File: src/rtl/display_pkg.sv
//------------------------------------------------------------------------------
// display_pkg
// Shared definitions for the game-screen display sequencer:
//   - FSM state encoding (IDLE/PLAY/WIN/LOSE)
//   - message ROM select codes
//   - layer index constants, which also set compositor priority (higher wins)
//   - helper mapping a state to its message select
//------------------------------------------------------------------------------
package display_pkg;

    typedef enum logic [1:0] {
        ST_IDLE = 2'd0,
        ST_PLAY = 2'd1,
        ST_WIN  = 2'd2,
        ST_LOSE = 2'd3
    } state_t;

    localparam logic [1:0] MSG_TITLE = 2'd0;
    localparam logic [1:0] MSG_WIN   = 2'd1;
    localparam logic [1:0] MSG_LOSE  = 2'd2;
    localparam logic [1:0] MSG_NONE  = 2'd3;

    // Layer indices into the enables vector; a larger index has priority.
    localparam int LAYER_BACK = 0;
    localparam int LAYER_COIN = 1;
    localparam int LAYER_CHAR = 2;
    localparam int LAYER_MESS = 3;
    localparam int NUM_LAYERS = 4;

    function automatic logic [1:0] msg_for_state(input state_t s);
        logic [1:0] sel;
        case (s)
            ST_IDLE: sel = MSG_TITLE;
            ST_PLAY: sel = MSG_NONE;
            ST_WIN:  sel = MSG_WIN;
            default: sel = MSG_LOSE;
        endcase
        return sel;
    endfunction

endpackage

File: src/rtl/layer_compositor.sv
//------------------------------------------------------------------------------
// layer_compositor
// Registered priority compositor for four 3-bit RGB layers.
// A layer is present when it is enabled and any of its rgb bits is 1.
// Priority mess > char > coin > back; nothing present gives 000.
// video_on=0 forces 000. One clock of latency.
// Ports:
//   clk, rst_n        pixel clock, async active-low reset (output cleared)
//   video_on          visible-area flag
//   enables[3:0]      per-layer enable, indexed by display_pkg LAYER_* constants
//   rgb_back/coin/char/mess  {r,g,b} of each layer
//   rgb               registered composited pixel {r,g,b}
//------------------------------------------------------------------------------
module layer_compositor
    import display_pkg::*;
(
    input  logic       clk,
    input  logic       rst_n,
    input  logic       video_on,
    input  logic [3:0] enables,
    input  logic [2:0] rgb_back,
    input  logic [2:0] rgb_coin,
    input  logic [2:0] rgb_char,
    input  logic [2:0] rgb_mess,
    output logic [2:0] rgb
);

    logic [2:0] layer_rgb [NUM_LAYERS];
    logic [NUM_LAYERS-1:0] present;
    logic [2:0] pix_d;

    assign layer_rgb[LAYER_BACK] = rgb_back;
    assign layer_rgb[LAYER_COIN] = rgb_coin;
    assign layer_rgb[LAYER_CHAR] = rgb_char;
    assign layer_rgb[LAYER_MESS] = rgb_mess;

    always_comb begin
        for (int i = 0; i < NUM_LAYERS; i++) begin
            present[i] = enables[i] & (|layer_rgb[i]);
        end
    end

    always_comb begin
        // NOTE: default assigned first so every path drives pix_d and no latch is inferred.
        pix_d = 3'b000;
        if (video_on) begin
            // Walk from lowest to highest priority so the last hit wins.
            for (int i = 0; i < NUM_LAYERS; i++) begin
                if (present[i]) begin
                    pix_d = layer_rgb[i];
                end
            end
        end
    end

    always_ff @(posedge clk or negedge rst_n) begin
        if (!rst_n) begin
            rgb <= 3'b000;
        end else begin
            // NOTE: non-blocking so every register samples pre-edge values, independent of block order.
            rgb <= pix_d;
        end
    end

endmodule

File: src/rtl/display_sequencer.sv
//------------------------------------------------------------------------------
// display_sequencer
// Game-screen controller: a title/play/win/lose FSM selects which RGB layers
// reach the VGA pins through a registered priority compositor, counts coins,
// and times the WIN/LOSE message screens in frames (vsync rising edges).
//
// Optional feature macro: BLINK_EN
//   defined   - title message blinks in IDLE, BLINK_FRAMES ticks per half-period
//   undefined - title message is solid, no blink logic is built
//
// Ports:
//   clk, rst_n               pixel clock, async active-low reset
//   vsync                    VGA vsync (active-low pulse); rising edge = frame tick
//   video_on                 visible-area flag
//   start                    level, IDLE -> PLAY
//   coin_hit, hazard_hit     one-cycle game event pulses
//   r/g/b_back|char|coin|mess  layer pixels
//   r/g/b_buf                registered composited pixel
//   state                    current FSM state (IDLE=0 PLAY=1 WIN=2 LOSE=3)
//   coin_count               coins collected this game
//   msg_sel                  message ROM select (0 title, 1 win, 2 lose, 3 none)
//------------------------------------------------------------------------------
module display_sequencer
    import display_pkg::*;
#(
    parameter int COIN_GOAL    = 8,
    parameter int CNT_W        = 4,
    parameter int MSG_FRAMES   = 120,
    parameter int BLINK_FRAMES = 30,
    parameter int FRM_W        = 8
)(
    input  logic             clk,
    input  logic             rst_n,
    input  logic             vsync,
    input  logic             video_on,
    input  logic             start,
    input  logic             coin_hit,
    input  logic             hazard_hit,
    input  logic             r_back,
    input  logic             g_back,
    input  logic             b_back,
    input  logic             r_char,
    input  logic             g_char,
    input  logic             b_char,
    input  logic             r_coin,
    input  logic             g_coin,
    input  logic             b_coin,
    input  logic             r_mess,
    input  logic             g_mess,
    input  logic             b_mess,
    output logic             r_buf,
    output logic             g_buf,
    output logic             b_buf,
    output logic [1:0]       state,
    output logic [CNT_W-1:0] coin_count,
    output logic [1:0]       msg_sel
);

    // Parameter range checks at elaboration.
    if (COIN_GOAL < 1 || COIN_GOAL > (2**CNT_W) - 1) begin : g_bad_goal
        $error("COIN_GOAL out of range for CNT_W");
    end
    if (MSG_FRAMES < 1 || MSG_FRAMES > 2**FRM_W) begin : g_bad_msg
        $error("MSG_FRAMES out of range for FRM_W");
    end
    if (BLINK_FRAMES < 1 || BLINK_FRAMES > 2**FRM_W) begin : g_bad_blink
        $error("BLINK_FRAMES out of range for FRM_W");
    end

    localparam logic [CNT_W-1:0] GOAL     = CNT_W'(COIN_GOAL);
    localparam logic [FRM_W-1:0] MSG_LAST = FRM_W'(MSG_FRAMES - 1);

    state_t             state_q, state_d;
    logic [CNT_W-1:0]   coin_q, coin_d;
    logic [FRM_W-1:0]   frame_q, frame_d;
    logic               vsync_d;
    logic               tick;
    logic               blink_on;
    logic [3:0]         enables;
    logic [2:0]         rgb_out;

    // Rising vsync marks the end of the sync pulse. vsync_d resets high so a
    // full low->high transition is needed after reset release.
    assign tick = vsync & ~vsync_d;

    always_ff @(posedge clk or negedge rst_n) begin
        if (!rst_n) begin
            vsync_d <= 1'b1;
        end else begin
            vsync_d <= vsync;
        end
    end

`ifdef BLINK_EN
    localparam logic [FRM_W-1:0] BLINK_LAST = FRM_W'(BLINK_FRAMES - 1);
    logic blink_d;

    always_ff @(posedge clk or negedge rst_n) begin
        if (!rst_n) begin
            blink_on <= 1'b1;
        end else begin
            blink_on <= blink_d;
        end
    end
`else
    // Title message is solid without the blink feature.
    assign blink_on = 1'b1;
`endif

    //--------------------------------------------------------------------------
    // FSM state and counters
    //--------------------------------------------------------------------------
    always_ff @(posedge clk or negedge rst_n) begin
        if (!rst_n) begin
            state_q <= ST_IDLE;
            coin_q  <= '0;
            frame_q <= '0;
        end else begin
            state_q <= state_d;
            coin_q  <= coin_d;
            frame_q <= frame_d;
        end
    end

    always_comb begin
        state_d = state_q;
        coin_d  = coin_q;
        frame_d = frame_q;
`ifdef BLINK_EN
        blink_d = blink_on;
`endif
        case (state_q)
            ST_IDLE: begin
                if (start) begin
                    state_d = ST_PLAY;
                    coin_d  = '0;
                    frame_d = '0;
                end
`ifdef BLINK_EN
                else if (tick) begin
                    if (frame_q == BLINK_LAST) begin
                        blink_d = ~blink_on;
                        frame_d = '0;
                    end else begin
                        frame_d = frame_q + 1'b1;
                    end
                end
`endif
            end
            ST_PLAY: begin
                // A hazard in the same cycle as a coin ends the game uncounted.
                if (hazard_hit) begin
                    state_d = ST_LOSE;
                    frame_d = '0;
                end else if (coin_hit) begin
                    if (coin_q != GOAL) begin
                        coin_d = coin_q + 1'b1;
                    end
                    if (coin_d == GOAL) begin
                        state_d = ST_WIN;
                        frame_d = '0;
                    end
                end
            end
            default: begin // ST_WIN, ST_LOSE: game inputs ignored
                if (tick) begin
                    if (frame_q == MSG_LAST) begin
                        state_d = ST_IDLE;
                        frame_d = '0;
`ifdef BLINK_EN
                        blink_d = 1'b1;
`endif
                    end else begin
                        frame_d = frame_q + 1'b1;
                    end
                end
            end
        endcase
    end

    //--------------------------------------------------------------------------
    // Layer enables from the currently registered state
    //--------------------------------------------------------------------------
    always_comb begin
        enables = 4'b0000;
        enables[LAYER_BACK] = 1'b1;
        case (state_q)
            ST_IDLE: enables[LAYER_MESS] = blink_on;
            ST_PLAY: begin
                enables[LAYER_CHAR] = 1'b1;
                enables[LAYER_COIN] = 1'b1;
            end
            default: enables[LAYER_MESS] = 1'b1;
        endcase
    end

    layer_compositor u_compositor (
        .clk      (clk),
        .rst_n    (rst_n),
        .video_on (video_on),
        .enables  (enables),
        .rgb_back ({r_back, g_back, b_back}),
        .rgb_coin ({r_coin, g_coin, b_coin}),
        .rgb_char ({r_char, g_char, b_char}),
        .rgb_mess ({r_mess, g_mess, b_mess}),
        .rgb      (rgb_out)
    );

    assign {r_buf, g_buf, b_buf} = rgb_out;
    assign state      = state_q;
    assign coin_count = coin_q;
    assign msg_sel    = msg_for_state(state_q);

endmodule
File: config.mk
export PLATFORM = sky130hd
export DESIGN_NAME = display_sequencer
export DESIGN_NICKNAME = d
export VERILOG_FILES = /design/src/rtl/display_pkg.sv /design/src/rtl/layer_compositor.sv /design/src/rtl/display_sequencer.sv
export SDC_FILE = /design/constraint.sdc
export NUM_CORES = 1
export LEC_CHECK = 0
export BUFFER_PORTS_ARGS = -buffer_cell sky130_fd_sc_hd__buf_2
export CORE_MARGIN = 2
export CORE_UTILIZATION = 50
export DETAILED_ROUTE_END_ITERATION = 10
export PLACE_DENSITY_LB_ADDON = 0.15
export SYNTH_ARGS = -nofsm -noshare
export SYNTH_HDL_FRONTEND = slang
export SYNTH_SLANG_ARGS = --single-unit
File: constraint.sdc
create_clock -name clk -period 2.58 [get_ports clk]
set_input_delay 0.387 -clock clk [delete_from_list [all_inputs] [get_ports clk]]
set_output_delay 0.387 -clock clk [all_outputs]
set_load 0.005 [all_outputs]
Yosys cells after proc, flatten, opt, wreduce, memory -nomap -nowiden

Cells that the tools add are included.

Bitwise gates (word level): 5
Equality and inequality tests: 10
Reduce and logical (&&, ||, !) cells: 11
Add/subtract/negate cells: 2
Mux-type cells: 30

Operators with widths:

| kind                                           | count |
|---|---|
| 2-to-1 mux 8 bit                               | 6 |
| 2-to-1 mux 4 bit                               | 7 |
| case mux 8 bit (2 select lines)                | 1 |
| 2-to-1 mux 3 bit                               | 5 |
| 2-to-1 mux 2 bit                               | 7 |
| OR reduction 3 bit                             | 4 |
| adder 8 x 1 -> 8 bit (second input constant)   | 1 |
| == test 8 x 7 -> 1 bit (second input constant) | 1 |
| case mux 4 bit (2 select lines)                | 1 |
| AND reduction 4 bit                            | 2 |
| != test 2 bit (second input constant)          | 3 |
| != test 3 bit (second input constant)          | 2 |
| case mux 2 bit (3 select lines)                | 1 |
| nonzero test 3 bit                             | 2 |
| AND reduction 5 bit                            | 1 |
| adder 4 x 1 -> 4 bit (second input constant)   | 1 |
| AND 1 bit                                      | 4 |
| == test 4 bit (second input constant)          | 1 |
| != test 4 bit (second input constant)          | 1 |
| case mux 2 bit (2 select lines)                | 1 |
| == test 2 x 1 -> 1 bit (second input constant) | 1 |
| == test 2 bit (second input constant)          | 1 |
| logical NOT 2 bit                              | 1 |
| nonzero test 2 bit                             | 1 |
| 2 further kinds                                | 2 |

Input port bits: 19
Logic and storage cells: 63
Bits in registers: 18
Output and inout port bits: 11

Longest topological paths before layout

Gate-level depths: netlist (run 1).

Word-level depth: 10
Gate-level depth with buffers: 9
Gate-level depth less buffers: 7

By module

A second synthesis (run 1) with hierarchy kept.

Cell total of the unflattened synthesis: 129
Area, all modules: 1218.7 µm²

By module, submodules not included:

| module            | sequential area each (µm²) | times used | area an instance (µm²) | cells an instance |
|---|---|---|---|---|
| display_sequencer | 376.6                      | 1          | 998.5                  | 106 |
| layer_compositor  | 75.1                       | 1          | 220.2                  | 23 |

Least setup slack after synthesis (run 1)

Ideal clock, no wire load.

Path kind: flip-flop to flip-flop
Start: register coin_q[0], in the netlist coin_count[0]
End: register frame_q[5]
Clock period less this slack: 1.818 ns
Required time: 2.454 ns
Setup time: 0.126 ns
Arrival time: 1.692 ns
Cell stages (with the launch flop): 8
Setup slack: 0.762 ns
Buffers on the path: 1
Path through: dfrtp_1 > ha_1 > nor2b_1 > a2111oi_4 > a41oi_2 > buf_6 > o21ai_2 > o31ai_2

Cells in the longest elaborated chain, start to end: 8
Elaborated cells between the ends (all ways): 9
Those cells by class: add/sub: 1; eq/ne: 3; mux: 4; reduce/logical: 1

RTL lines:

| item                                                  | line                                               | text |
|---|---|---|
| start, declared                                       | display_sequencer.sv:74                            | `logic [CNT_W-1:0] coin_q, coin_d;` |
| start signal, assigned                                | display_sequencer.sv:120                           | `coin_q <= coin_d;` |
| adder 4 x 1 -> 4 bit or != test 4 bit (tied branches) | display_sequencer.sv:157, display_sequencer.sv:156 |  |
| 2-to-1 mux 4 bit *                                    | display_sequencer.sv:156                           | `if (coin_q != GOAL) begin` |
| 2-to-1 mux 4 bit *                                    | display_sequencer.sv:155                           | `end else if (coin_hit) begin` |
| 2-to-1 mux 4 bit *                                    | display_sequencer.sv:152                           | `if (hazard_hit) begin` |
| 2-to-1 mux 4 bit *                                    | display_sequencer.sv:132                           | `case (state_q)` |
| == test 4 bit *                                       | display_sequencer.sv:159                           | `if (coin_d == GOAL) begin` |
| != test 3 bit (no source line) *                      | n/a                                                |  |
| AND reduction 4 bit (no source line) *                | n/a                                                |  |
| end signal, assigned                                  | display_sequencer.sv:121                           | `frame_q <= frame_d;` |
| end, declared                                         | display_sequencer.sv:75                            | `logic [FRM_W-1:0] frame_q, frame_d;` |

Every way passes the cells marked *; elsewhere a longest branch is shown, timed or not. The select of a mux whose other input is x is not followed.
A chain may end at the register's enable or synchronous reset.

Final worst setup path (run 1)

Start: register state_q[1], in the netlist state[1]
End: register state_q[0], in the netlist state[0]

Cells in the longest elaborated chain, start to end: 3
Elaborated cells between the ends (all ways): 9
Those cells by class: eq/ne: 4; mux: 1; reduce/logical: 4

RTL lines:

| item                                                         | line                     | text |
|---|---|---|
| start, declared                                              | display_sequencer.sv:73  | `state_t state_q, state_d;` |
| start signal, assigned                                       | display_sequencer.sv:119 | `state_q <= state_d;` |
| == test 2 x 1 -> 1 bit or logical NOT 2 bit (tied branches)  | display_sequencer.sv:132 |  |
| != test 3 bit (no source line), or another cell as far along | n/a                      |  |
| AND reduction 5 bit (no source line)                         | n/a                      |  |

Several ways; a longest one is shown, not always the timed one.

==> results of run 1 <==
metrics by stage:
step	instances	power, W	hold slack, ps	setup WS, ps	utilization (%)
after floorplan	129	0.00105	91.4	762	-
after global placement	184	0.00122	342	433	61.0
after detailed placement	184	0.00125	341	322	61.0
after CTS	188	0.00143	2.05	267	62.6
after global routing	188	0.00154	26.4	133	62.6
final	188	0.00142	-1.55	273	62.6
critical path: stages, from the launching register on:
cell,delay (ps)
dfrtp_1,420
inv_1,80
ha_1,350
nor2_8,230
a21oi_1,130
a41oi_2,570
nand2b_4,260
mux2i_1,190
routing by layer:
metal	vias up	GRT usage (%)
li1	519	-
met1	478	28.5
met2	32	30.6
met3	4	3.67
met4	0	7.69
met5	-	0
final cells by class:
type,instances,area [um^2],share of cell area [%]
Sequential cell,18,452,32.3
Timing Repair Buffer,30,153,10.9
Multi-Input combinational cell,96,677,48.4
Tap cell,28,35.0,2.51
Inverter,12,45.0,3.22
Clock buffer,4,36.3,2.60
cell families after synthesis:
family	after synthesis	synth area share, %
flops	18	37.8
simple gates	45	20.7
buf+inv	15	5.45
compound gates	42	27.5
xor+xnor	2	1.47
fa+ha+maj	6	6.29
mux	1	0.839
Yosys cell counts (2+ instances only):
master / instances / area [um^2]
ha_1: 6 / 75.1
nor3_1: 2 / 10.0
nor2_1: 4 / 15.0
xnor2_1: 2 / 17.5
o21ai_1: 5 / 25.0
inv_1: 12 / 45.0
a21o_1: 2 / 15.0
a21oi_1: 3 / 15.0
o22ai_1: 2 / 12.5
nand2_1: 16 / 60.1
nand3_1: 5 / 25.0
o31ai_2: 2 / 25.0
o2bb2ai_1: 2 / 17.5
o31ai_1: 4 / 30.0
nand2b_1: 3 / 18.8
o21ai_0: 12 / 60.1
dfrtp_1: 17 / 425
nor2b_1: 5 / 31.3
a211o_1: 2 / 17.5
sequential cells by signal (all words and copies together) (netlist names):
signal / cells
vsync_d: 1
state: 2
u_compositor.rgb: 3
coin_count: 4
frame_q: 8
power breakdown:
| part | internal, W | leakage [nW] | switching (W) |
|---|---|---|---|
| sequential | 0.000352 | 0.238 | 0.0000656 |
| clock | 0.0000860 | 0.0210 | 0.0000873 |
| combinational | 0.000345 | 0.409 | 0.000480 |
cell usage in the layout, fill, tap and decap left out, types with 2 or more instances in the layout:
| master | synthesis | final |
|---|---|---|
| clkbuf_4 | 0 | 3 |
| o31ai_2 | 2 | 2 |
| o22ai_1 | 2 | 2 |
| xnor2_1 | 2 | 2 |
| nor2_1 | 4 | 4 |
| o31ai_1 | 4 | 4 |
| nand3_1 | 5 | 5 |
| nor2b_1 | 5 | 5 |
| dfrtp_1 | 17 | 17 |
| buf_2 | 1 | 29 |
| a21oi_1 | 3 | 3 |
| nor3_1 | 2 | 2 |
| o21ai_1 | 5 | 5 |
| inv_1 | 12 | 12 |
| nand2_1 | 16 | 16 |
| a211o_1 | 2 | 2 |
| a21o_1 | 2 | 2 |
| o2bb2ai_1 | 2 | 2 |
| o21ai_0 | 12 | 12 |
| nand2b_1 | 3 | 3 |
| ha_1 | 6 | 6 |
how the worst max path moves through the flow:
stage                  start          to  slack, ps  cells past startpoint
6_report            state[1]    state[0]        270                      7
5_1_grt             state[1]    state[0]        130                      7
4_1_cts             state[1]    state[0]        270                      7
3_5_place_dp        state[1]    state[0]        320                      7
3_3_place_gp   coin_count[0]    state[1]        430                      6
2_1_floorplan  coin_count[0]  frame_q[5]        760                      7
==> metrics.md, run 1 <==
| Metric | Value |
|---|---|
| CTS root buffer | clkbuf_4 |
| Detail Route Antenna Nets | 0 |
| Post-CTS Setup Inserts | 0 |
| Hold Path Class | input pin to asynchronous set/reset pin |
| First-pass GRT wire length | 4.07 mm |
| Design area | approximately 1400 um^2 |
| Sum Neg Setup Slack | 0 ps |
| I/O Buffers | 29 |
| Vias in the first global route | roughly 900 |
| RSZ-0062 raised after global routing | false |
| Total wire length | ~2.4 mm |
| Synth Warn # | 0 |
| Metal3 WL | approximately 160 um |
| Max_cap viols | 0 |
| Peak supply drop | roughly 0.0008 V |
| Worst Path Class, Setup | flop to flop |
| Pwr Density | around 1000 nW/um^2 |
| Reg2reg start | state[1] |
| Arrival @ worst endpoint | between 2000 and 3000 ps |
| N_diodes | 0 |
| Clock skew | 8.88 ps |
| CTS tree | built |
| WL/cell | about 13 um |
| Slew @ Worst Pin | approximately 650 ps |
| PostCTS Resize Cnt | 0 |
| R2r worst-path depth | 7 |
| Share of cells above drive strength 1 | between 20% and 30% |
| FFs w/ async S/R, synth | 100% |
| Mapped Nets | about 150 |
| Core ar. | about 2200 um^2 |
| Final nets | approximately 190 |
| Leak | 0.668 nW |
| Violated checks | negative hold slack |
| Avg Vias per Cell | ~5.5 |
| Final worst path period share | approximately nine tenths |
| Filler cells | between 150 and 200 |
| FF-to-FF End | state[0] |
| Die area | approximately 2800 um^2 |
| Largest net degree at the start of global routing | 19 |
| Unique masters post-synth | 42 |
| GRT overflow | 0 |
| Clk buf depth | 2 |
| Worst R2R Setup Slack | 270 ps |
| Metal2 WL | ~1.2 mm |
| CTS Buf Count | 3 |
| Highest routed layer | met4 |
| Critical Path RT | roughly 2800 ps |
| Synth Flop Type | dfrtp_1 |
| Via Count | approximately 1.0k |
| Mapped Area | about 1200 um^2 |
| Final Hold Violating Endpoints | 2 |
| Slew headroom | approximately 56% |
| Die Wd | between 50 and 60 um |
| Gpl congestion | between 0.7 and 0.8 |
| Nature of the critical path startpoint | flop |
| Outcome | complete, but fails checks |
| Die height | 52.9 um |
| Syn Inst Count | ~130 |
| Final HPWL DP | 1.87 mm |
| Final Max Tran Viols | 0 |
| H-tree lvl count | 1 |
| Clk sink count | 18 |
| I/O pins | 30 |
| Seq/Total Area, Yosys | roughly 38% |
| GR Util All Layers | roughly a fifth |
| DP Area | between 1000 and 1500 um^2 |
| Post-Route M1 WL | ~1.1 mm |
| Drt drc | 0 |
| Starting Density | 53.4% |
| Rows | 17 |
| Area grow syn2layout | 17.1% |
| Hold-fix buffers, CTS | 0 |
| 1st-iter DRT viols | 17 |
| Number of synthesized flops with an enable pin | 0 |
| Antenna violations before repair | 0 |
| Kind of end point of the critical path | flop |
| Tmin final | roughly 2300 ps |
| Critical Path Fanout Max | 12 |
| Register bit total from synthesis | 18 |
| Worst skew pair latency | around 300 ps |
| Fmax | roughly 430 MHz |
| Endpoints failing setup | 0 |
| Hold slack | -1.55 ps |
| Syn Area/Cell | roughly 9 um^2 |
| DR pass1 iterations | 4 |
| Worst-path clk slew | about 110 ps |
(Power assumes the default switching activity.)
==> run 2: changes to the inputs <==
- ABC_AREA: unset -> 1
==> run 2 against run 1 <==
Compared with the run above:
- the flow still finishes with violations (negative hold slack)
- core utilization grew 0.076 points
- setup slack improved by 300 ps
- maximum frequency grew 15%
- cell area grew 1.1%
- first-iteration DRC count fell by 5.9%
- synthesized area up 2.4%
- via count up 8.7%
- sequential cell count is the same
- global-route usage up 1.2 points
==> metrics.md, run 2 <==
| Metric | Value |
|---|---|
| Outcome | complete, but fails checks |
| Violated checks | negative hold slack |
| Seq/Total Area, Yosys | 36.9% (-0.89 points) |
| Switching Power | 0.000573 W (-9.5%) |
| Via Count | 1123 (+8.7%) |
| Max FFs per register | 8 (unchanged) |
| Hold-fix buffers, CTS | 0 (unchanged) |
| Clk buf depth | 2 (unchanged) |
| Top-count cell post-synth | nand2_1 |
| I/O pins | 30 (unchanged) |
| Synth Flop Type | dfrtp_1 |
| Detail Route Antenna Nets | 0 (unchanged) |
| RSZ-0062 raised after global routing | false |
| Synth Warn # | 0 (unchanged) |
| Fmax | 499 MHz (+15%) |
| Largest net degree at the start of global routing | 19 (unchanged) |
| DR pass1 iterations | 6 (+2) |
| Cell Int Power | 0.000649 W (-17%) |
| CTS Buf Count | 3 (unchanged) |
| R2r worst-path depth | 8 (+1) |
| Rows | 17 (unchanged) |
| H-tree lvl count | 1 (unchanged) |
| Final Hold Violating Endpoints | 4 (+2) |
| Pwr Density | 865 nW/um^2 (-15%) |
| Sw Ratio | 46.9% (+2.2 points) |
| Starting Density | 54.2% (+0.77 points) |
| Unique masters post-synth | 30 (-29%) |
| Final nets | 211 (+13%) |
| Slew headroom | 68.5% (+12 points) |
| Final worst path period share | 77.6% (-12 points) |
| Largest reg by FF count | frame_q |
| Most common cell after layout, fill and taps aside | nand2_1 |
| Logic pwr share | 55.2% (-3.1 points) |
| First-pass GRT wire length | 4.42 mm (+8.5%) |
| Finished Layout Cells | 213 (+13%) |
| CP top delay family | flip-flops |
| Gpl congestion | 0.859 (+14%) |
| Syn Area/Cell | 7.94 um^2 (-14%) |
| Kind of end point of the critical path | output port |
| Mapped Area | 1220 um^2 (+2.4%) |
| Clock skew | 16.3 ps (+7.39 ps) |
| Register bit total from synthesis | 18 (unchanged) |
| Mapped Nets | 179 (+16%) |
| Critical Path Fanout Max | 12 (unchanged) |
| Nature of the critical path startpoint | flop |
| Total wire length | 2.56 mm (+5.4%) |
| Sequential Power Share | 33.0% (+3.5 points) |
| Drt drc | 0 (unchanged) |
| Placed cells | 209 (+14%) |
| GR Util All Layers | 21.4% (+1.2 points) |
| Slew @ Worst Pin | 472 ps (-180 ps) |
| PnR worst setup slack | 577 ps (+304 ps) |
| Peak supply drop | 0.000935 V (+19%) |
| Tmin final | 2000 ps (-304 ps) |
| Antenna violations before repair | 0 (unchanged) |
| Post-CTS Setup Inserts | 0 (unchanged) |
| Clock share of power | 11.8% (-0.4 points) |
| Final HPWL DP | 2.00 mm (+6.6%) |
| FFs w/ async S/R, synth | 100% (unchanged) |
| Clk sink count | 18 (unchanged) |
| Most frequent cells in the layout | 36 x nand2_1, 29 x buf_2, 17 x dfrtp_1 |
| CTS root buffer | clkbuf_4 |
| Worst Path Class, Setup | flop to output port |
| Die height | 53.4 um (+1.1%) |
| CP Cell Sequence | ha_1 -> or2_2 -> buf_2 |
| Number of synthesized flops with an enable pin | 0 (unchanged) |
| Critical Path RT | 2190 ps (-620 ps) |
| Leading area contributor after synthesis | dfrtp_1 |
| Worst skew pair latency | 300 ps (about the same) |
| I/O Buffers | 29 (unchanged) |
| Arrival @ worst endpoint | 1620 ps (-910 ps) |
| Largest cells by area after synthesis | dfrtp_1 35%, nand2_1 11%, ha_1 6.1% |
| Final Max Tran Viols | 0 (unchanged) |
| Worst-path clk slew | 110 ps (about the same) |
| Die Wd | 53.4 um (+1.1%) |
| Share of cells above drive strength 1 | 30.8% (+3.3 points) |
| CTS tree | built |
| Sum Neg Setup Slack | 0 ps (unchanged) |
| Endpoints failing setup | 0 (unchanged) |
| PostCTS Resize Cnt | 0 (unchanged) |
| Die area | 2860 um^2 (+2.2%) |
| Leak | 0.710 nW (+6.3%) |
| Hold Path Class | input pin to asynchronous set/reset pin |
| Avg Vias per Cell | 5.27 (-4.0%) |
| Hold slack | -1.38 ps (+0.168 ps) |
| Stages on the worst setup path | 3 (-4) |
| GRT overflow | 0 (unchanged) |
| DP Worst Slack | 741 ps (+419 ps) |
| Synth top area share | 34.8% (-0.84 points) |
| Vias in the first global route | 1037 (+14%) |
| WL/cell | 12.0 um (-7.0%) |
| 1st-iter DRT viols | 16 (-1) |
| Buf+Inv Stages, Crit Path | 1 (unchanged) |
| Core ar. | 2250 um^2 (+0.95%) |
| Max_cap viols | 0 (unchanged) |
| Commonest cells in the netlist | 36 x nand2_1, 17 x dfrtp_1, 16 x inv_1, 13 x nand3_1, 9 x nand4_1 |
| Area grow syn2layout | 15.6% |
| Highest-delay cell along the critical path | dfrtp_1 |
| CP max stage delay | 450 ps (-120 ps) |
| N_diodes | 0 (unchanged) |
| Syn Inst Count | 154 (+19%) |
## run 2: changes by cell type after synthesis, sizes merged, moves of 4 or more
cell	delta
inv	+6
nand2	+25
nand2b	-4
nand3	+10
nand4	+8
nor2	+4
nor2b	-5
o31ai	-5
## run 2: layout make-up
class                           count  area, um^2
Clock buffer                        4        26.3
Fill cell                         212         842
Inverter                           19        71.3
Multi-Input combinational cell    115         683
Sequential cell                    18         452
Tap cell                           28        35.0
Timing Repair Buffer               29         145
## run 2: power groups by stage
stage / sequential (W) / clock (W) / combinational (W)
floorplan: 0.000400 / 0 / 0.000531
global placement: 0.000398 / 0 / 0.000662
detailed placement: 0.000405 / 0 / 0.000674
CTS: 0.000402 / 0.000149 / 0.000678
global route: 0.000411 / 0.000162 / 0.000773
finish: 0.000403 / 0.000145 / 0.000675
## run 2: through the flow
step / instance area (um^2) / util (%) / power (W) / hold slack [ps]
detailed placement: 1390 / 61.5 / 0.00108 / 339
global placement: 1390 / 61.5 / 0.00106 / 335
floorplan: 1220 / - / 0.000931 / 91.4
finish: 1410 / 62.7 / 0.00122 / -1.38
CTS: 1410 / 62.7 / 0.00123 / 7.73
global route: 1410 / 62.7 / 0.00135 / 11.4
## run 2: cell families (layout without fill, tap and decap cells)
family	Yosys count	count (layout)	share of synthesized area, %
fa+ha+maj	6	6	6.14
buf+inv	21	52	7.16
compound gates	26	26	14.7
simple gates	82	82	34.2
mux	1	1	0.819
flops	18	18	37.0
## run 2: final timing paths
path                              end  startpoint  slack [ps]
max                        msg_sel[1]    state[0]         580
max in group asynchronous     vsync_d       rst_n        2250
min reg2reg                  state[1]    state[1]         540
min                        frame_q[7]       rst_n          -1
min in group clk              vsync_d       vsync         200
max reg2reg                frame_q[6]    state[1]         700
## run 2: routing by layer
metal	global-route usage, %	vias to the layer above	routed length (um)
li1	-	581	-
met1	27.1	520	1190
met2	35.2	18	1260
met3	4.24	4	86
met4	8.55	0	27
met5	0	-	0
